==> src/rtl/dff_reg_arbiter_pkg.sv <==
// Shared types and helpers for the round-robin register write arbiter.
package dff_reg_arbiter_pkg;

  typedef enum logic {
    IDLE  = 1'b0,
    GRANT = 1'b1
  } state_t;

  // Never returns 0, so the result can always size a vector.
  function automatic int clog2(input int value);
    int r;
    int v;
    r = 0;
    v = value - 1;
    while (v > 0) begin
      r++;
      v = v >> 1;
    end
    return (r == 0) ? 1 : r;
  endfunction

endpackage

==> src/rtl/dff_reg_arbiter_if.sv <==
// Requester-side bus of the arbiter: request/data in, grant and register state out.
interface dff_reg_arbiter_if
  import dff_reg_arbiter_pkg::*;
#(
  parameter int N_REQ = 4,
  parameter int WIDTH = 8
);

  localparam int OW = clog2(N_REQ);

  logic [N_REQ-1:0]       req;
  logic [N_REQ*WIDTH-1:0] wdata;
  logic [N_REQ-1:0]       gnt;
  logic [WIDTH-1:0]       q;
  logic                   busy;
  logic [OW-1:0]          owner;

  modport master (output req, wdata, input gnt, q, busy, owner);
  modport slave  (input req, wdata, output gnt, q, busy, owner);

endinterface

==> src/rtl/dff_reg_load.sv <==
// WIDTH-bit flip-flop register with load enable and asynchronous active-high reset.
module dff_reg_load #(
  parameter int WIDTH = 8
) (
  input  logic             clk,
  input  logic             rst,
  input  logic             i_load,
  input  logic [WIDTH-1:0] i_d,
  output logic [WIDTH-1:0] o_q
);

  logic [WIDTH-1:0] r_q;

  always_ff @(posedge clk or posedge rst) begin
    if (rst) begin
      r_q <= '0;
    end else if (i_load) begin
      r_q <= i_d;
    end
  end

  assign o_q = r_q;

endmodule

==> src/rtl/dff_reg_arbiter.sv <==
// Round-robin arbiter that is the sole writer of a shared register; each grant
// allows up to MAX_BURST loads and is followed by one idle turnaround cycle.
module dff_reg_arbiter
  import dff_reg_arbiter_pkg::*;
#(
  parameter int N_REQ     = 4,
  parameter int WIDTH     = 8,
  parameter int MAX_BURST = 4
) (
  input logic              clk,
  input logic              rst,
  dff_reg_arbiter_if.slave bus
);

  localparam int OW = clog2(N_REQ);
  localparam int CW = clog2(MAX_BURST + 1);
  localparam logic [CW-1:0] LAST_CNT = CW'(MAX_BURST - 1);
  localparam logic [OW-1:0] LAST_IDX = OW'(N_REQ - 1);
  localparam logic [N_REQ-1:0] ONE_HOT0 = N_REQ'(1);

  state_t           r_state;
  logic [N_REQ-1:0] r_gnt;
  logic             r_busy;
  logic [OW-1:0]    r_owner;
  logic [OW-1:0]    r_ptr;
  logic [CW-1:0]    r_cnt;

  logic             w_found;
  logic [OW-1:0]    w_pick;
  logic [OW-1:0]    w_idx;
  logic             w_ownerReq;
  logic             w_load;
  logic [WIDTH-1:0] w_ldata;
  logic [WIDTH-1:0] w_q;

  // Priority search starting at the rotation pointer, wrapping modulo N_REQ.
  always_comb begin
    w_found = 1'b0;
    w_pick  = '0;
    w_idx   = '0;
    for (int k = 0; k < N_REQ; k++) begin
      w_idx = OW'((int'(r_ptr) + k) % N_REQ);
      if (!w_found && bus.req[w_idx]) begin
        w_found = 1'b1;
        w_pick  = w_idx;
      end
    end
  end

  always_comb begin
    w_ownerReq = 1'b0;
    w_ldata    = '0;
    for (int i = 0; i < N_REQ; i++) begin
      if (r_owner == OW'(i)) begin
        w_ownerReq = bus.req[i];
        w_ldata    = bus.wdata[i*WIDTH +: WIDTH];
      end
    end
  end

  assign w_load = (r_state == GRANT) && w_ownerReq;

  // Release happens on a dropped request or after the final burst load.
  always_ff @(posedge clk or posedge rst) begin
    if (rst) begin
      r_state <= IDLE;
      r_gnt   <= '0;
      r_busy  <= 1'b0;
      r_owner <= '0;
      r_ptr   <= '0;
      r_cnt   <= '0;
    end else begin
      case (r_state)
        IDLE: begin
          if (w_found) begin
            r_gnt   <= ONE_HOT0 << w_pick;
            r_owner <= w_pick;
            r_cnt   <= '0;
            r_busy  <= 1'b1;
            r_state <= GRANT;
          end
        end
        GRANT: begin
          if (w_ownerReq) begin
            r_cnt <= r_cnt + 1'b1;
          end
          if (!w_ownerReq || (r_cnt == LAST_CNT)) begin
            r_gnt   <= '0;
            r_busy  <= 1'b0;
            r_ptr   <= (r_owner == LAST_IDX) ? '0 : r_owner + 1'b1;
            r_state <= IDLE;
          end
        end
      endcase
    end
  end

  dff_reg_load #(
    .WIDTH(WIDTH)
  ) u_reg (
    .clk   (clk),
    .rst   (rst),
    .i_load(w_load),
    .i_d   (w_ldata),
    .o_q   (w_q)
  );

  assign bus.gnt   = r_gnt;
  assign bus.q     = w_q;
  assign bus.busy  = r_busy;
  assign bus.owner = r_owner;

endmodule

==> src/flat_wrapper.sv <==
// flat-port wrapper written by rule: the top's interface ports become plain ports
module dff_reg_arbiter_flat import dff_reg_arbiter_pkg::*;
#(
  parameter int N_REQ     = 4,
  parameter int WIDTH     = 8,
  parameter int MAX_BURST = 4
)
  (clk, rst, bus_req, bus_wdata, bus_gnt, bus_q, bus_busy, bus_owner);
  dff_reg_arbiter_if #(.N_REQ(N_REQ), .WIDTH(WIDTH)) bus_i ();
  input logic clk;
  input logic rst;
  input wire logic [$bits(bus_i.req)-1:0] bus_req;
  input wire logic [$bits(bus_i.wdata)-1:0] bus_wdata;
  output wire logic [$bits(bus_i.gnt)-1:0] bus_gnt;
  output wire logic [$bits(bus_i.q)-1:0] bus_q;
  output wire logic [$bits(bus_i.busy)-1:0] bus_busy;
  output wire logic [$bits(bus_i.owner)-1:0] bus_owner;
  assign bus_i.req = bus_req;
  assign bus_i.wdata = bus_wdata;
  assign bus_gnt = bus_i.gnt;
  assign bus_q = bus_i.q;
  assign bus_busy = bus_i.busy;
  assign bus_owner = bus_i.owner;
  dff_reg_arbiter #(.N_REQ(N_REQ), .WIDTH(WIDTH), .MAX_BURST(MAX_BURST)) u_core (.clk(clk), .rst(rst), .bus(bus_i));
endmodule
==> config.mk <==
export PLATFORM = sky130hd
export DESIGN_NAME = dff_reg_arbiter_flat
export DESIGN_NICKNAME = d
export VERILOG_FILES = /design/src/rtl/dff_reg_arbiter_pkg.sv /design/src/rtl/dff_reg_arbiter_if.sv /design/src/rtl/dff_reg_load.sv /design/src/rtl/dff_reg_arbiter.sv /design/src/flat_wrapper.sv
export SDC_FILE = /design/constraint.sdc
export NUM_CORES = 1
export LEC_CHECK = 0
export CAP_MARGIN = 20
export CORE_MARGIN = 1.5
export CORE_UTILIZATION = 45
export CTS_BUF_LIST = sky130_fd_sc_hd__clkbuf_4
export CTS_CLUSTER_DIAMETER = 120
export CTS_CLUSTER_SIZE = 40
export DETAILED_ROUTE_END_ITERATION = 8
export GPL_TIMING_DRIVEN = 0
export HOLD_SLACK_MARGIN = 0.05
export PLACE_DENSITY = 0.81
export SETUP_SLACK_MARGIN = 0.4
export SLEW_MARGIN = 20
export SYNTH_ARGS = -nofsm -noshare
export SYNTH_HDL_FRONTEND = slang
export SYNTH_SLANG_ARGS = --single-unit
==> constraint.sdc <==
create_clock -name clk -period 2.6 [get_ports clk]
set_input_delay 0.26 -clock clk [delete_from_list [all_inputs] [get_ports clk]]
set_output_delay 0.26 -clock clk [all_outputs]
set_load 0.02 [all_outputs]
==> results.md <==
* Top-count cell post-synth: dfrtp_1
* Slowest CP cell: dfrtp_2
* CP Max Fanout at 10
* Initial Util at 47.91%
* Number of vias per cell at 5.762
* Slowest stage delay, CP at 0.48 ns
* CP Cell Sequence: inv_2 > ha_2 > buf_6 > a211oi_1 > a211o_1 > or2_4 > buf_12 > mux2_4
* Largest net degree at the start of global routing at 22
* Clk pin slew, worst setup/hold paths at 0.13 ns
* Synth Net Count at 180
* Gr ovfl total at 0
* Share of cells above drive strength 1 at 14.29%
* Horiz. Die Dim at 57.42 um
* Post-synth top area share at 39.44%
* Number of port buffers at 52
* Post-synth design cell area at 1333 sq um
* Final ANT Viol Nets at 0
* Setup_tns at 0 ns
* First-pass GRT wire length at 5.947 mm
* Area growth from synthesis to layout at 47.42%
* N_diodes at 0
* CP Capture Type: flip-flop
* Total Routing Usage GR at 22.62%
* Placer Congestion at 0.8041
* Cts bufs inserted at 3
* Max cap viols at 0
* Cell Area, Placed at 1892 sq um
* Nets at 241
* H-tree Lvls at 1
* Rows at 19
* Setup Viol. Count Final at 0
* # IOs at 53
* Pre-CTS setup slack at 0.2663 ns
* Final Hold Fails at 0
* CTS tree: yes
* DPL Wire Length at 2.738 mm
* Ys flop type: dfrtp_1
* Sequential area share after synthesis at 39.44%
* WHS at 0.4011 ns
* Routed len/inst at 15.99 um
* Worst hold path class: input port to asynchronous set/reset pin
* Slew headroom at 45.07%
* Core area at 2781 sq um
* Async S/R FF share, synth at 100.0%
* Max IR drop VDD at 0.8354 mV
* Via count at 1308
* Worst Path Buf+Inv at 3
* Initial antenna violation count at 0
* Status: finished, final reports clean
* Post-synth cell types at 31
* Total leakage power at 0.8377 nW
* Synth warn at 0
* DRC at 0
* Drt pass-1 iters at 4
* CTS Root Cell: clkbuf_4
* Top delay family on crit path: flip-flops
* Die Ht at 57.42 um
* Post-layout instance area at 1964 sq um
* Die area at 3296 sq um
* WP data required at 2.80 ns
* Clk sinks at 21
* Worst slew pin tran at 0.8230 ns
* Fin crit share at 81.52%
* Unrepaired setup endpoints after global routing: no
* Worst-Skew Late Latency at 0.31 ns
* Top cells by area, synth: dfrtp_1 (39%), mux2_4 (6.8%), ha_1 (5.6%)
* Post-synth top area cell: dfrtp_1
* Flop and latch count out of synthesis at 21
* CP Launch Type: flip-flop
* Number of global-route vias before repair at 1323
* CP Class: flip-flop to flip-flop
* Final WS setup at 0.4806 ns
* Final Slew Violations at 0
* Worst EP arrival at 2.32 ns
* Post-synth EDFFs at 0
* Drt total wl at 3.630 mm
* Syn avg cell area at 9.798 sq um
* Post-layout min period at 2.119 ns
* Max Fclk at 471.8 MHz
* Clock skew at 0.006062 ns
* Commonest cells in the synthesized netlist: dfrtp_1 (21), o21ai_0 (14), nand2_1 (11), inv_1 (10), nor2b_1 (10)
* DR iter-0 viols at 61
* Power density over cell area at 1177 nW/um^2
* Max Buffers Root-to-Sink at 2
* Syn Inst Count at 136
-- final timing paths --
| kind | start | to | slack (ns) | cells after the start |
|---|---|---|---|---|
| max | u_core.bus.owner[0] | u_core.u_reg.o_q[2] | 0.48 | 8 |
| min | rst | u_core.u_reg.o_q[7] | 0.40 | 2 |
| max reg2reg | u_core.bus.owner[0] | u_core.u_reg.o_q[2] | 0.48 | 8 |
| min reg2reg | u_core.bus.gnt[3] | u_core.bus.gnt[3] | 0.51 | 1 |
| max in group asynchronous | rst | u_core.bus.owner[0] | 1.64 | 2 |
| min in group clk | u_core.bus.gnt[3] | u_core.bus.gnt[3] | 0.51 | 1 |
-- power breakdown --
| group | switching [mW] | leakage, nW | total (mW) | internal (mW) |
|---|---|---|---|---|
| sequential | 0.120 | 0.264 | 0.601 | 0.481 |
| combinational | 0.727 | 0.556 | 1.55 | 0.821 |
| clock | 0.105 | 0.0177 | 0.163 | 0.0574 |
| total | 0.952 | 0.838 | 2.31 | 1.36 |
-- registers in the layout, summed over array words and instances, names as in the netlist --
register	count
u_core.u_reg.o_q	8
u_core.bus.busy	1
u_core.bus.owner	2
u_core.r_state	1
u_core.r_ptr	2
u_core.r_cnt	3
u_core.bus.gnt	4
-- logic make-up after synthesis --
family	share of synthesized area (%)
multiplexers	10.14
AO/OA/AOI/OAI	25.26
AND/OR/NAND/NOR	13.33
flip-flops	39.44
buffers and inverters	6.197
adder cells (fa/ha/maj)	5.634
-- placed cells by master (no fill, tap or decap), types with 5 or more instances in the layout --
master and count:
a221oi_1 5, nand2_1 11, mux2_4 6, buf_4 5, o31ai_1 6, inv_1 9
a22o_1 5, nor2b_1 10, dfrtp_1 20, o21ai_0 13, a21oi_1 7, clkdlybuf4s50_1 52
-- timing repair --
item / in CTS / in global routing
pin swaps: 0 / 2
hold buffers: 0 / 0
setup endpoints to repair: 8 / 11
buffers inserted: 0 / 4
resized for setup: 2 / 5
-- metal layers --
| layer | global-route usage [%] | up-vias | routed length, um |
|---|---|---|---|
| li1 | - | 622 | - |
| met1 | 28.55 | 621 | 1562 |
| met2 | 41.56 | 63 | 1803 |
| met3 | 3.401 | 2 | 257 |
| met4 | 2.990 | 0 | 6 |
| met5 | 0 | - | 0 |
-- through the flow --
step	std cells	util [%]	power, mW
6_report	227	70.63	2.312
5_1_grt	227	70.63	2.482
4_1_cts	223	69.05	2.222
3_5_place_dp	219	68.02	2.046
3_3_place_gp	219	68.02	1.992
2_1_floorplan	136	-	1.567
-- final cells by class --
class / count / area [sq um]
fill: 240 / 817.0
multi-input combinational: 98 / 729.5
timing repair buffer: 56 / 550.5
sequential: 21 / 526.8
buffer: 7 / 53.80
tap: 31 / 38.79
inverter: 10 / 37.54
clock buffer: 3 / 22.52
clock inverter: 1 / 5.005
Power figures use the tool's default switching activity.
